[config.mk]
export PLATFORM = sky130hd
export DESIGN_NAME = keypad_scanner_flat
export DESIGN_NICKNAME = d
export VERILOG_FILES = /design/src/rtl/keypad_scanner_if.sv /design/src/rtl/keypad_scanner.sv /design/src/flat_wrapper.sv
export SDC_FILE = /design/constraint.sdc
export NUM_CORES = 1
export LEC_CHECK = 0
export CAP_MARGIN = 20
export CELL_PAD_IN_SITES_DETAIL_PLACEMENT = 1
export CELL_PAD_IN_SITES_GLOBAL_PLACEMENT = 2
export CORE_ASPECT_RATIO = 0.8
export CORE_MARGIN = 5
export CORE_UTILIZATION = 33
export DETAILED_ROUTE_END_ITERATION = 10
export HOLD_SLACK_MARGIN = 0.03
export PLACE_DENSITY = 0.84
export SYNTH_ARGS = -nofsm -noshare
export SYNTH_HDL_FRONTEND = slang
export SYNTH_SLANG_ARGS = --single-unit
[constraint.sdc]
create_clock -name i_clk -period 1.8 [get_ports i_clk]
set_input_delay 0.27 -clock i_clk [delete_from_list [all_inputs] [get_ports i_clk]]
set_output_delay 0.27 -clock i_clk [all_outputs]
set_load 0.05 [all_outputs]
[src/rtl/keypad_scanner_if.sv]
// Keypad scanner port bundle: keypad columns in, row drive and decoded key events out.
// master = scanner side, slave = keypad/consumer side.
interface keypad_scanner_if;
  logic [3:0] col;
  logic [3:0] r_sel;
  logic [3:0] key_code;
  logic       key_valid;
  logic       key_held;

  modport master (
    input  col,
    output r_sel,
    output key_code,
    output key_valid,
    output key_held
  );

  modport slave (
    output col,
    input  r_sel,
    input  key_code,
    input  key_valid,
    input  key_held
  );
endinterface

[src/rtl/keypad_scanner.sv]
// 4x4 keypad scanner with press/release debounce and one hex code per press.
// Optional auto-repeat while a key is held: define KEY_REPEAT_EN.
module keypad_scanner #(
  parameter int SCAN_DIV        = 4,
  parameter int DEBOUNCE_CYCLES = 8,
  parameter int REPEAT_CYCLES   = 64
) (
  input  logic              i_clk,
  input  logic              i_rst_n,
  keypad_scanner_if.master  kp
);

  localparam logic [1:0] SCAN     = 2'd0;
  localparam logic [1:0] DEBOUNCE = 2'd1;
  localparam logic [1:0] HELD     = 2'd2;
  localparam logic [1:0] RELEASE  = 2'd3;

  localparam int DIV_W = (SCAN_DIV > 1) ? $clog2(SCAN_DIV) : 1;
  localparam int DEB_W = $clog2(DEBOUNCE_CYCLES + 1);
  localparam logic [DIV_W-1:0] DIV_LAST = DIV_W'(SCAN_DIV - 1);
  localparam logic [DEB_W-1:0] DEB_LAST = DEB_W'(DEBOUNCE_CYCLES - 1);

  if (SCAN_DIV < 3 || DEBOUNCE_CYCLES < 2 || REPEAT_CYCLES < 1) begin : g_param_check
    $error("keypad_scanner: parameter out of range");
  end

  logic [3:0]       r_col_meta;
  logic [3:0]       r_col_s;
  logic [1:0]       r_state;
  logic [1:0]       r_row;
  logic [DIV_W-1:0] r_div;
  logic [DEB_W-1:0] r_cnt;
  logic [3:0]       r_col_lat;
  logic [3:0]       r_key_code;
  logic             r_key_valid;
  logic             r_key_held;
  logic [3:0]       w_low;
  logic             w_single;
  logic [1:0]       w_col_idx;
  logic [3:0]       w_key;

`ifdef KEY_REPEAT_EN
  localparam int REP_W = $clog2(REPEAT_CYCLES + 1);
  localparam logic [REP_W-1:0] REP_LAST = REP_W'(REPEAT_CYCLES - 1);
  logic [REP_W-1:0] r_rep;
`endif

  always_ff @(posedge i_clk or negedge i_rst_n) begin
    if (!i_rst_n) begin
      r_col_meta <= 4'hF;
      r_col_s    <= 4'hF;
    end else begin
      r_col_meta <= kp.col;
      r_col_s    <= r_col_meta;
    end
  end

  // A valid press pulls exactly one column low; ghosting/multi-key patterns are skipped.
  assign w_low    = ~r_col_s;
  assign w_single = (w_low != 4'd0) && ((w_low & (w_low - 4'd1)) == 4'd0);

  always_comb begin
    w_col_idx = 2'd0;
    case (r_col_lat)
      4'b1101: w_col_idx = 2'd1;
      4'b1011: w_col_idx = 2'd2;
      4'b0111: w_col_idx = 2'd3;
      default: w_col_idx = 2'd0;
    endcase
  end

  always_comb begin
    w_key = 4'h0;
    case ({r_row, w_col_idx})
      4'd0:  w_key = 4'h1;
      4'd1:  w_key = 4'h2;
      4'd2:  w_key = 4'h3;
      4'd3:  w_key = 4'hA;
      4'd4:  w_key = 4'h4;
      4'd5:  w_key = 4'h5;
      4'd6:  w_key = 4'h6;
      4'd7:  w_key = 4'hB;
      4'd8:  w_key = 4'h7;
      4'd9:  w_key = 4'h8;
      4'd10: w_key = 4'h9;
      4'd11: w_key = 4'hC;
      4'd12: w_key = 4'hE;
      4'd13: w_key = 4'h0;
      4'd14: w_key = 4'hF;
      default: w_key = 4'hD;
    endcase
  end

  // The row index doubles as the frozen row drive while a key is being tracked.
  always_ff @(posedge i_clk or negedge i_rst_n) begin
    if (!i_rst_n) begin
      r_state     <= SCAN;
      r_row       <= 2'd0;
      r_div       <= '0;
      r_cnt       <= '0;
      r_col_lat   <= 4'hF;
      r_key_code  <= 4'h0;
      r_key_valid <= 1'b0;
      r_key_held  <= 1'b0;
`ifdef KEY_REPEAT_EN
      r_rep       <= '0;
`endif
    end else begin
      r_key_valid <= 1'b0;
      case (r_state)
        SCAN: begin
          if (r_div == DIV_LAST) begin
            r_div <= '0;
            if (w_single) begin
              r_col_lat <= r_col_s;
              r_cnt     <= '0;
              r_state   <= DEBOUNCE;
            end else begin
              r_row <= r_row + 2'd1;
            end
          end else begin
            r_div <= r_div + 1'b1;
          end
        end
        DEBOUNCE: begin
          if (r_col_s == r_col_lat) begin
            if (r_cnt == DEB_LAST) begin
              r_cnt       <= '0;
              r_key_code  <= w_key;
              r_key_valid <= 1'b1;
              r_key_held  <= 1'b1;
              r_state     <= HELD;
`ifdef KEY_REPEAT_EN
              r_rep       <= '0;
`endif
            end else begin
              r_cnt <= r_cnt + 1'b1;
            end
          end else begin
            r_cnt   <= '0;
            r_row   <= r_row + 2'd1;
            r_div   <= '0;
            r_state <= SCAN;
          end
        end
        HELD: begin
          // The first all-released cycle already counts toward the release debounce.
          if (r_col_s == 4'hF) begin
            r_cnt   <= DEB_W'(1);
            r_state <= RELEASE;
          end
`ifdef KEY_REPEAT_EN
          else if (r_rep == REP_LAST) begin
            r_rep       <= '0;
            r_key_valid <= 1'b1;
          end else begin
            r_rep <= r_rep + 1'b1;
          end
`endif
        end
        default: begin
          if (r_col_s == 4'hF) begin
            if (r_cnt == DEB_LAST) begin
              r_cnt      <= '0;
              r_key_held <= 1'b0;
              r_row      <= 2'd0;
              r_div      <= '0;
              r_state    <= SCAN;
            end else begin
              r_cnt <= r_cnt + 1'b1;
            end
          end else begin
            r_cnt   <= '0;
            r_state <= HELD;
`ifdef KEY_REPEAT_EN
            r_rep   <= '0;
`endif
          end
        end
      endcase
    end
  end

  assign kp.r_sel     = ~(4'b0001 << r_row);
  assign kp.key_code  = r_key_code;
  assign kp.key_valid = r_key_valid;
  assign kp.key_held  = r_key_held;

endmodule

[src/flat_wrapper.sv]
// flat-port wrapper written by rule: the top's interface ports become plain ports
module keypad_scanner_flat 
#(
  parameter int SCAN_DIV        = 4,
  parameter int DEBOUNCE_CYCLES = 8,
  parameter int REPEAT_CYCLES   = 64
)
  (i_clk, i_rst_n, kp_col, kp_r_sel, kp_key_code, kp_key_valid, kp_key_held);
  keypad_scanner_if kp_i ();
  input  logic i_clk;
  input  logic i_rst_n;
  input wire logic [$bits(kp_i.col)-1:0] kp_col;
  output wire logic [$bits(kp_i.r_sel)-1:0] kp_r_sel;
  output wire logic [$bits(kp_i.key_code)-1:0] kp_key_code;
  output wire logic [$bits(kp_i.key_valid)-1:0] kp_key_valid;
  output wire logic [$bits(kp_i.key_held)-1:0] kp_key_held;
  assign kp_i.col = kp_col;
  assign kp_r_sel = kp_i.r_sel;
  assign kp_key_code = kp_i.key_code;
  assign kp_key_valid = kp_i.key_valid;
  assign kp_key_held = kp_i.key_held;
  keypad_scanner #(.SCAN_DIV(SCAN_DIV), .DEBOUNCE_CYCLES(DEBOUNCE_CYCLES), .REPEAT_CYCLES(REPEAT_CYCLES)) u_core (.i_clk(i_clk), .i_rst_n(i_rst_n), .kp(kp_i));
endmodule
After elaboration in Yosys (flattened, before gate mapping)
Memories as Yosys holds them, arrays and structs flattened. A register that Yosys moved wholly into a read port is not among the register bits.
Cells that the tools add are included.
- memories kept: 1
- word-level logic and storage cells: 85
- bits of input ports: 6
- output and inout bits: 10
- flip-flop bits (word level): 24
- ROM bits: 64
- bitwise gates (word level): 5
- multiplexer cells: 32
- reduce and logical (&&, ||, !) cells: 16
- eq/ne operators: 17
- shift operators: 1
- add/sub/neg operators: 4
- memory list (name ; words ; bits a word ; rd ports ; clocked after Yosys merged registers in ; wr ports ; RTL line ; source):
    (name not given) ; 16 ; 4 ; 1 ; 1 ; 0 ; keypad_scanner.sv:74 ; case ({r_row, w_col_idx})
- operators with widths (operator ; count):
    2-bit 2-to-1 mux ; 13
    4-bit 2-to-1 mux ; 6
    2-bit one-hot mux with 3 select lines ; 4
    4-bit == test (second input constant) ; 3
    4-bit one-hot mux with 3 select lines ; 1
    3-bit AND reduction ; 3
    4-bit by 3-bit == test with 1-bit output (second input constant) ; 2
    2-bit by 1-bit != test with 1-bit output (second input constant) ; 4
    4-bit NOT ; 2
    4-bit AND reduction ; 2
    1-bit 2-to-1 mux ; 7
    6-bit AND reduction ; 1
    3-bit nonzero test ; 2
    5-bit by 4-bit != test with 1-bit output (second input constant) ; 1
    5-bit AND reduction ; 1
    2-bit by 1-bit adder with 2-bit output (second input constant) ; 2
    4-bit by 1-bit adder with 4-bit output (second input constant) ; 1
    4-bit bitwise AND ; 1
    2-bit == test (second input constant) ; 2
    4-bit == test ; 1
    4-bit zero test ; 1
    2-bit != test (second input constant) ; 2
    4-bit nonzero test ; 1
    1-bit by 2-bit left shift with 4-bit output (first input constant) ; 1
    other kinds (10) ; 11

Logic depth before layout (Yosys ltp)
Gate-level depths: netlist of run 1.
- depth in word-level cells: 8
- depth in mapped cells: 8
- gate-level depth less buffers: 8

Worst setup path before layout of run 1
OpenSTA, ideal clock, no wires.
- path type: register to register
- start: register u_core.r_col_lat[3]
- end: register u_core.r_key_code[3] (netlist: u_core.kp.key_code[3])
- library setup time: 0.125 ns
- path buffers: 0
- clock period less this slack: 1.895 ns
- path slack: -0.095 ns
- stages on the path, launching flop included: 9
- data required time: 1.675 ns
- arrival: 1.770 ns
- cells stage by stage: dfstp_2 > xor2_1 > nand3_2 > inv_1 > ha_1 > nor2_1 > a21o_1 > mux2_2 > mux2_4
- cells in the longest elaborated chain, start to end: 2
- elaborated cells between the ends (all ways): 6
- those cells by class: 4 x eq/ne; 1 x mux; 1 x reduce/logical
- ends and longest elaborated chain (element ; RTL line ; source):
    from (decl) ; keypad_scanner.sv:33 ; logic [3:0] r_col_lat;
    from (signal assigned) ; keypad_scanner.sv:115 ; r_col_lat <= r_col_s;
    4-bit by 3-bit == test with 1-bit output, or another cell as far along ; keypad_scanner.sv:64 ; case (r_col_lat)
    2-bit one-hot mux with 3 select lines / 3-bit AND reduction (equally long branches) ; -- ;
    to (decl) ; keypad_scanner.sv:34 ; logic [3:0] r_key_code;
Parallel ways exist; a longest one is shown, timed or not.
A chain may end at the register's enable or synchronous reset.

Final worst setup path of run 1
- start: register u_core.r_col_lat[3]
- end: register u_core.r_key_code[1] (netlist: u_core.kp.key_code[1])
The elaborated chain is that of the path after synthesis.

==> parameters.txt, run 1 <==
Parameter                              Value

Synth
  Synth top area cells ... sky130_fd_sc_hd__dfrtp_1 (25%), sky130_fd_sc_hd__dfstp_2 (20%), sky130_fd_sc_hd__ha_1 (8.7%)
  Count leader, synth ... sky130_fd_sc_hd__dfrtp_1
  Top flip-flop cell by instance count after synthesis ... sky130_fd_sc_hd__dfrtp_1
  Biggest area consumer among synthesized cells ... sky130_fd_sc_hd__dfrtp_1
  Most instantiated cells after synthesis ... sky130_fd_sc_hd__dfrtp_1 (16), sky130_fd_sc_hd__inv_1 (14), sky130_fd_sc_hd__dfstp_2 (12), sky130_fd_sc_hd__ha_1 (11), sky130_fd_sc_hd__nand3_1 (7)
  Number of enable-type register cells in the synthesized netlist ... 0
  Total standard cell area after synthesis ... 1580 sq um
  Top cell type's share of synthesized area ... 25.3%
  Mean area per synthesized cell ... 11.2 sq um
  Post-Synthesis Net Count ... 158
  Share of async-settable or async-resettable flops after synthesis ... 100%
  Register bit count reported by yosys ... 28
  Portion of the post-synthesis area used by sequential elements ... 45.2%
  Mapped Cells ... 141
  YS warnings ... 0
  Post-synthesis cell type count ... 44

Floorplanning
  Initial Util ... 34.2%
  Floorplan die width ... 87.4 um
  Floorplan core area ... 4620 sq um
  Standard-cell row count ... 22
  Num ports ... 16
  DIE AREA ... 6290 sq um
  Die Y-Extent ... 71.9 um

Worst setup path
  Data arrival time of the critical path ... 2.12 ns
  Crit path capture type ... flop
  Crit path capture ... u_core.kp.key_code[1]
  Ordered list of cells on the worst path ... xor2_1 > nand3_2 > ha_1 > mux4_2 > mux2_4
  Worst Setup Path Type ... flop to flop
  Count of cells along the worst register-to-register path ... 5
  Startpoint of the worst setup timing path ... u_core.r_col_lat[3]
  Worst reg2reg endpoint ... u_core.kp.key_code[1]
  Launch point of the worst reg-to-reg path ... u_core.r_col_lat[3]
  Reg2Reg Setup Slack ... -0.14 ns
  Critical path's slowest cell ... sky130_fd_sc_hd__dfstp_2
  Crit-path max FO ... 4
  Longest individual stage delay on the worst path ... 0.59 ns
  CP startpoint kind ... flop
  Critical Path RT ... 1.97 ns

Power
  Internal ... 1.86 mW
  Leakage power figure ... 0.951 nW
  Logic pwr share ... 54.0%
  Worst IR Drop VDD ... 0.546 mV
  Net Sw Frac ... 38.3%
  Clock Power Share ... 14.9%
  Sequential Power Share ... 31.1%
  NetSw ... 1.16 mW
  Pwr dens ... 1430 nW/um^2

CTS
  Clock Path Buffers ... 2
  Clock latency at the later pin of the worst-skew pair ... 0.28 ns
  Clock tree from TritonCTS ... done
  CTS clk-pin slew, worst paths ... 0.10 ns
  Hold-fix buffers, CTS ... 0
  Clk sink count ... 28
  Clk Tree Root Cell ... sky130_fd_sc_hd__clkbuf_8
  Maximum level of the CTS H-tree ... 1
  Number of CTS-inserted buffers ... 3

Global routing
  Global-route wire length before repair ... 6.10 mm
  Number of global-route vias before repair ... 1261
  Pin count of the biggest net entering global routing ... 29
  Grt ovf ... 0
  Total global routing track utilization ... 12.5%
  Antenna violations before repair ... 0

Final layout
  Multi-input gate area ... 837 sq um
  Fillers ... 511
  Layout area overhead ... 33.2%
  N_diodes ... 0
  Proportion of layout cells with a drive suffix above 1 ... 41.6%
  Storage element area ... 717 sq um
  Nets@finish ... 191
  Post-route core utilization ... 45.6%

STA
  Fin Hold WS ... 0.361 ns
  Count of final hold-check violations ... 0
  Final clock period utilization by the worst path ... 108%
  Minimum setup slack in the final design ... -0.144 ns
  Setup repair after global routing missed its margin ... yes
  Worst Max-Slew Pin Slew ... 0.491 ns
  Post-layout min period ... 1.94 ns
  Number of failing setup endpoints in the final timing report ... 9
  Fmax ... 0.514 GHz
  Relative slew margins ... 67.1%
  Final clock skew ... 0.00575 ns
  Final count of pins violating max slew ... 0

Status
  Failing checks ... negative setup slack
  Outcome ... complete, but fails checks

Job
  Number of violations of the max-capacitance limit ... 0

Routing
  Drt first pass iters ... 4
  Vias per std cell ... 4.97
  DRC violation total after the first TritonRoute iteration ... 34
  Post-DR wirelength/cell ... 16.0 um
  Aggregate routed wire length ... 3.73 mm
  Post-DRT Antenna Nets ... 0
  Total vias in the final route ... 1157
  DR DRC count ... 0

Placed design
  Final HPWL from detailed placement ... 2.68 mm
  Number of buffers added on ports ... 15
  Weighted congestion at the end of routability-driven global placement ... 0.774

Worst hold path
  Type of the tightest min-delay check ... input pin to asynchronous set/reset pin
[critical path: cells and delay by family, from the launching register on]
family,cells,cell delay (ns)
AND/OR/NAND/NOR,1,0.14
multiplexers,2,0.71
adder cells (fa/ha/maj),1,0.23
XOR/XNOR,1,0.18
flip-flops,1,0.59
[registers in the layout (all words and copies together) (netlist names)]
| register | flops |
|---|---|
| u_core.kp.key_code | 4 |
| u_core.r_cnt | 4 |
| u_core.r_col_lat | 4 |
| u_core.r_col_meta | 4 |
| u_core.r_col_s | 4 |
| u_core.r_div | 2 |
| u_core.r_row | 2 |
| u_core.r_state | 2 |
| u_core.kp.key_held | 1 |
| u_core.kp.key_valid | 1 |
[kinds of logic after synthesis]
kind of cell | count (synthesis) | synth area share, %
AOI/OAI and AO/OA | 26 | 11.5
DFF | 28 | 45.2
and+or+nand+nor | 35 | 13.7
xor gates and xnor gates | 8 | 4.43
muxes | 11 | 9.41
adders and majority gates | 11 | 8.70
buffers and inverters | 22 | 7.11
[layout make-up]
| type | count | share of cell area [%] |
|---|---|---|
| clock buffers | 4 | 3.15 |
| multi-input cells | 91 | 39.7 |
| well taps | 60 | 3.56 |
| repair buffers | 36 | 17.1 |
| flip-flops and latches | 28 | 34.0 |
| inverters | 14 | 2.49 |
[how the worst min path moves through the flow]
stage / start / cells after the start / slack (ns) / endpoint
floorplan: i_rst_n / 0 / -0.03 / u_core.kp.key_code[0]
global placement: u_core.r_col_meta[0] / 0 / 0.35 / u_core.r_col_s[0]
detailed placement: u_core.r_col_meta[0] / 0 / 0.35 / u_core.r_col_s[0]
CTS: u_core.r_col_meta[0] / 0 / 0.36 / u_core.r_col_s[0]
global route: kp_col[0] / 1 / 0.36 / u_core.r_col_meta[0]
finish: i_rst_n / 2 / 0.36 / u_core.r_cnt[3]
[cells in the final DEF, fill, tap and decap left out, types with 4 or more instances in the layout]
cell type / instances
sky130_fd_sc_hd__a21oi_1: 4
sky130_fd_sc_hd__buf_12: 5
sky130_fd_sc_hd__buf_4: 19
sky130_fd_sc_hd__clkdlybuf4s50_1: 9
sky130_fd_sc_hd__dfrtp_1: 15
sky130_fd_sc_hd__dfstp_2: 12
sky130_fd_sc_hd__ha_1: 10
sky130_fd_sc_hd__inv_1: 13
sky130_fd_sc_hd__mux2_2: 4
sky130_fd_sc_hd__mux2_4: 5
sky130_fd_sc_hd__nand2_1: 5
sky130_fd_sc_hd__nand3_1: 4
sky130_fd_sc_hd__nand3_2: 4
sky130_fd_sc_hd__o21ai_1: 4
[power by group through the flow]
stage / clock (mW) / sequential [mW] / combinational [mW]
2_1_floorplan: 0 / 0.934 / 0.859
3_3_place_gp: 0 / 0.926 / 1.34
3_5_place_dp: 0 / 0.939 / 1.41
4_1_cts: 0.475 / 0.930 / 1.54
5_1_grt: 0.514 / 0.958 / 1.76
6_report: 0.449 / 0.938 / 1.63
[layer usage]
layer	vias up	track usage (%)	routed length (um)
met2	18	22.2	1930
met3	2	3.29	134
met5	-	0	0
li1	555	-	-
met4	0	3.07	17
met1	582	14.9	1650
[stage by stage]
step / setup WS, ns / cells / cell area [sq um] / total power, mW / TNS (ns)
2_1_floorplan: -0.0646 / 141 / 1590 / 1.79 / -0.122
3_3_place_gp: -0.0454 / 222 / 1910 / 2.26 / -0.0775
3_5_place_dp: -0.141 / 222 / 1910 / 2.35 / -0.332
4_1_cts: -0.142 / 229 / 2040 / 2.94 / -0.332
5_1_grt: -0.196 / 233 / 2110 / 3.24 / -1.55
6_report: -0.144 / 233 / 2110 / 3.02 / -0.738
[what timing repair did]
action,in CTS,in global routing
setup endpoints to repair,4,16
pin swaps,7,5
setup buffers,3,4
endpoints found under the hold margin,0,0
resized for setup,9,10
(Power assumes the default switching activity.)
==> inputs of run 2 (changes only) <==
Settings changed: ABC_AREA from default to 1, DONT_BUFFER_PORTS from default to 1.
==> run 2 against run 1 <==
The run now ends clean. Fmax is 16% higher. Area after synthesis is 5.9% higher. Utilization fell by 7.4 points. Final cell count increased by 23%. Sequential cell count stayed put. Total power is 15% lower. Routed wire length down 5.1%. Combinational power shrank 23%.
==> parameters.txt, run 2 <==
Parameter                              Value

Floorplanning
  Die Y-Extent ... 73.8 um (was 71.9 um)
  DIE AREA ... 6620 sq um (was 6290 sq um)
  Initial Util ... 33.7% (was 34.2%)
  Floorplan die width ... 89.7 um (was 87.4 um)
  Standard-cell row count ... 23 (was 22)
  Floorplan core area ... 4980 sq um (was 4620 sq um)
  Num ports ... 16 (unchanged)

Worst setup path
  Worst Setup Path Type ... flop to flop (unchanged)
  Ordered list of cells on the worst path ... nand2_1 > nand4_1 > inv_1 > ha_1 > or2_2 > a21oi_1 > o21ai_0 > nand2_1 (was xor2_1 > nand3_2 > ha_1 > mux4_2 > mux2_4)
  Launch point of the worst reg-to-reg path ... u_core.r_col_lat[3] (unchanged)
  CP startpoint kind ... flop (unchanged)
  Gate family responsible for the most delay along the worst path ... flip-flops (was multiplexers)
  Crit path buf inv count ... 1 (was 0)
  Crit path top cell by count ... sky130_fd_sc_hd__nand2_1
  Critical path's slowest cell ... sky130_fd_sc_hd__dfstp_2 (unchanged)
  Critical Path RT ... 2.03 ns (was 1.97 ns)
  Worst reg2reg endpoint ... u_core.kp.key_code[2] (was u_core.kp.key_code[1])
  Longest individual stage delay on the worst path ... 0.59 ns (about the same)
  Data arrival time of the critical path ... 1.90 ns (was 2.12 ns)
  Count of cells along the worst register-to-register path ... 8 (was 5)
  Crit path capture type ... flop (unchanged)
  Reg2Reg Setup Slack ... 0.13 ns (was -0.14 ns)
  Crit-path max FO ... 5 (was 4)

Routing
  DR DRC count ... 0 (unchanged)
  Aggregate routed wire length ... 3.54 mm (was 3.73 mm)
  Total vias in the final route ... 1353 (was 1157)
  Post-DR wirelength/cell ... 12.4 um (was 16.0 um)
  Vias per std cell ... 4.73 (was 4.97)
  DRC violation total after the first TritonRoute iteration ... 49 (was 34)
  Drt first pass iters ... 4 (unchanged)
  Post-DRT Antenna Nets ... 0 (unchanged)

Final layout
  Fillers ... 606 (was 511)
  Leading cell types in the layout, fill and taps excluded ... sky130_fd_sc_hd__nand2_1 (63), sky130_fd_sc_hd__inv_1 (22), sky130_fd_sc_hd__nand3_1 (16), sky130_fd_sc_hd__dfrtp_1 (16), sky130_fd_sc_hd__o21ai_0 (14) (was sky130_fd_sc_hd__buf_4 (19), sky130_fd_sc_hd__dfrtp_1 (15), sky130_fd_sc_hd__inv_1 (13))
  Most common cell after layout, fill and taps aside ... sky130_fd_sc_hd__nand2_1 (was sky130_fd_sc_hd__buf_4)
  Proportion of layout cells with a drive suffix above 1 ... 23.7% (was 41.6%)
  N_diodes ... 0 (unchanged)
  Storage element area ... 716 sq um (was 717 sq um)
  Nets@finish ... 242 (was 191)
  Layout area overhead ... 13.5% (was 33.2%)
  Multi-input gate area ... 833 sq um (was 837 sq um)

Synth
  Register bit count reported by yosys ... 28 (unchanged)
  Count leader, synth ... sky130_fd_sc_hd__nand2_1 (was sky130_fd_sc_hd__dfrtp_1)
  Share of async-settable or async-resettable flops after synthesis ... 100% (unchanged)
  Mapped Cells ... 209 (was 141)
  Biggest area consumer among synthesized cells ... sky130_fd_sc_hd__dfrtp_1 (unchanged)
  YS warnings ... 0 (unchanged)
  Top cell type's share of synthesized area ... 23.9% (was 25.3%)
  Number of enable-type register cells in the synthesized netlist ... 0 (unchanged)
  Post-Synthesis Net Count ... 226 (was 158)
  Mean area per synthesized cell ... 8.02 sq um (was 11.2 sq um)
  Total standard cell area after synthesis ... 1680 sq um (was 1580 sq um)
  Portion of the post-synthesis area used by sequential elements ... 42.7% (was 45.2%)
  Top flip-flop cell by instance count after synthesis ... sky130_fd_sc_hd__dfrtp_1 (unchanged)
  Synth top area cells ... sky130_fd_sc_hd__dfrtp_1 (24%), sky130_fd_sc_hd__dfstp_2 (19%), sky130_fd_sc_hd__nand2_1 (14%) (was sky130_fd_sc_hd__dfrtp_1 (25%), sky130_fd_sc_hd__dfstp_2 (20%), sky130_fd_sc_hd__ha_1 (8.7%))
  Post-synthesis cell type count ... 23 (was 44)
  Most instantiated cells after synthesis ... sky130_fd_sc_hd__nand2_1 (63), sky130_fd_sc_hd__inv_1 (22), sky130_fd_sc_hd__dfrtp_1 (16), sky130_fd_sc_hd__nand3_1 (16), sky130_fd_sc_hd__o21ai_0 (14) (was sky130_fd_sc_hd__dfrtp_1 (16), sky130_fd_sc_hd__inv_1 (14), sky130_fd_sc_hd__dfstp_2 (12), sky130_fd_sc_hd__ha_1 (11), sky130_fd_sc_hd__nand3_1 (7))

CTS
  Clock Path Buffers ... 2 (unchanged)
  Clock tree from TritonCTS ... done (unchanged)
  Number of CTS-inserted buffers ... 3 (unchanged)
  Maximum level of the CTS H-tree ... 1 (unchanged)
  CTS clk-pin slew, worst paths ... 0.10 ns (about the same)
  Clk sink count ... 28 (unchanged)
  Clk Tree Root Cell ... sky130_fd_sc_hd__clkbuf_8 (unchanged)
  Post-cts resize count ... 0 (was 9)
  Clock latency at the later pin of the worst-skew pair ... 0.28 ns (about the same)

Global routing
  Total global routing track utilization ... 12.2% (was 12.5%)
  Grt ovf ... 0 (unchanged)
  Antenna violations before repair ... 0 (unchanged)
  Global-route wire length before repair ... 6.23 mm (was 6.10 mm)
  Pin count of the biggest net entering global routing ... 29 (unchanged)
  Number of global-route vias before repair ... 1341 (was 1261)

Power
  Pwr dens ... 1350 nW/um^2 (was 1430 nW/um^2)
  Leakage power figure ... 0.991 nW (was 0.951 nW)
  Worst IR Drop VDD ... 0.695 mV (was 0.546 mV)

STA
  Post-layout min period ... 1.67 ns (was 1.94 ns)
  Count of final hold-check violations ... 0 (unchanged)
  Relative slew margins ... 67.2% (was 67.1%)
  Final clock skew ... 0.0146 ns (was 0.00575 ns)
  Worst Max-Slew Pin Slew ... 0.491 ns (about the same)
  Final clock period utilization by the worst path ... 92.9% (was 108%)
  Number of failing setup endpoints in the final timing report ... 0 (was 9)
  Fmax ... 0.598 GHz (was 0.514 GHz)
  Setup TNS Final ... 0 ns (was -0.738 ns)
  Final count of pins violating max slew ... 0 (unchanged)
  Minimum setup slack in the final design ... 0.128 ns (was -0.144 ns)

Worst hold path
  Number of cells traversed by the worst hold path ... 0
  Type of the tightest min-delay check ... flop to flop (was input pin to asynchronous set/reset pin)
  Startpoint of the tightest hold check path ... u_core.r_col_meta[3]
  Hold-critical path endpoint ... u_core.r_col_s[3]

Placed design
  Weighted congestion at the end of routability-driven global placement ... 0.748 (was 0.774)
  Worst Setup Slack post-DPL ... 0.114 ns (was -0.141 ns)
  Number of buffers added on ports ... 0 (was 15)
  Final HPWL from detailed placement ... 2.77 mm (was 2.68 mm)

Job
  Number of violations of the max-capacitance limit ... 0 (unchanged)

Status
  Outcome ... finished, final reports clean (was complete, but fails checks)
==> run 2: cell types whose count changed in the layout (fill, tap and decap cells not counted), moves of 7 or more <==
| cell | before | now |
|---|---|---|
| sky130_fd_sc_hd__nand2_1 | 5 | 63 |
| sky130_fd_sc_hd__buf_4 | 19 | 6 |
| sky130_fd_sc_hd__nand3_1 | 4 | 16 |
| sky130_fd_sc_hd__o21ai_0 | 2 | 14 |
| sky130_fd_sc_hd__clkdlybuf4s50_1 | 9 | 0 |
| sky130_fd_sc_hd__inv_1 | 13 | 22 |
| sky130_fd_sc_hd__inv_2 | 1 | 9 |
| sky130_fd_sc_hd__nand2_2 | 0 | 7 |
==> run 2: worst max-delay path by stage <==
stage                   startpoint                    end  depth (start not counted)
4_1_cts        u_core.r_col_lat[3]  u_core.kp.key_code[2]                          8
6_report       u_core.r_col_lat[3]  u_core.kp.key_code[2]                          8
3_3_place_gp   u_core.r_col_lat[3]  u_core.kp.key_code[2]                          8
2_1_floorplan  u_core.r_col_lat[3]  u_core.kp.key_code[3]                          8
3_5_place_dp   u_core.r_col_lat[3]  u_core.kp.key_code[2]                          8
5_1_grt        u_core.r_col_lat[3]  u_core.kp.key_code[3]                         10
==> run 2: kinds of logic after synthesis <==
group,synth area share (%)
adders and majority gates,8.21
DFF,42.7
xor gates and xnor gates,1.04
and+or+nand+nor,32.9
buffers and inverters,7.61
AOI/OAI and AO/OA,7.54
==> run 2: final cells by class <==
type                    instances  share of cell area, %
multi-input cells             149                   43.8
flip-flops and latches         28                   37.6
repair buffers                 12                   6.05
well taps                      62                   4.08
clock buffers                   4                   2.37
inverters                      31                   6.11
==> run 2: what timing repair did <==
| item | CTS | global route |
|---|---|---|
| setup buffers | 0 | 2 |
| hold buffers | 6 | 0 |
| setup endpoints to repair | 0 | 1 |
| hold endpoints to repair | 32 | 0 |
==> run 2: power breakdown <==
group,internal (mW),total (mW),leakage [nW],switching [mW]
Clock,0.159,0.353,0.0228,0.195
Sequential,0.796,0.957,0.342,0.161
Combinational,0.408,1.25,0.627,0.844
Total,1.36,2.56,0.991,1.20
==> run 2: layer usage <==
| metal | vias to the layer above | part of all wire, % | GRT usage [%] |
|---|---|---|---|
| met5 | - | 0 | 0 |
| met4 | 0 | 1.1 | 3.47 |
| met3 | 4 | 2.7 | 2.47 |
| met2 | 12 | 45 | 19.6 |
| met1 | 651 | 51 | 16.5 |
| li1 | 686 | - | - |
==> run 2: through the flow <==
step / utilization [%] / hold slack (ns) / cell area [sq um] / power (mW) / std cells
final: 38.2 / 0.360 / 1900 / 2.56 / 286
after global routing: 38.2 / 0.365 / 1900 / 2.83 / 286
after CTS: 37.9 / 0.361 / 1890 / 2.59 / 284
after detailed placement: 35.6 / -0.0242 / 1770 / 2.20 / 274
after global placement: 35.6 / -0.0244 / 1770 / 2.17 / 274
after floorplan: - / -0.0256 / 1680 / 1.92 / 209
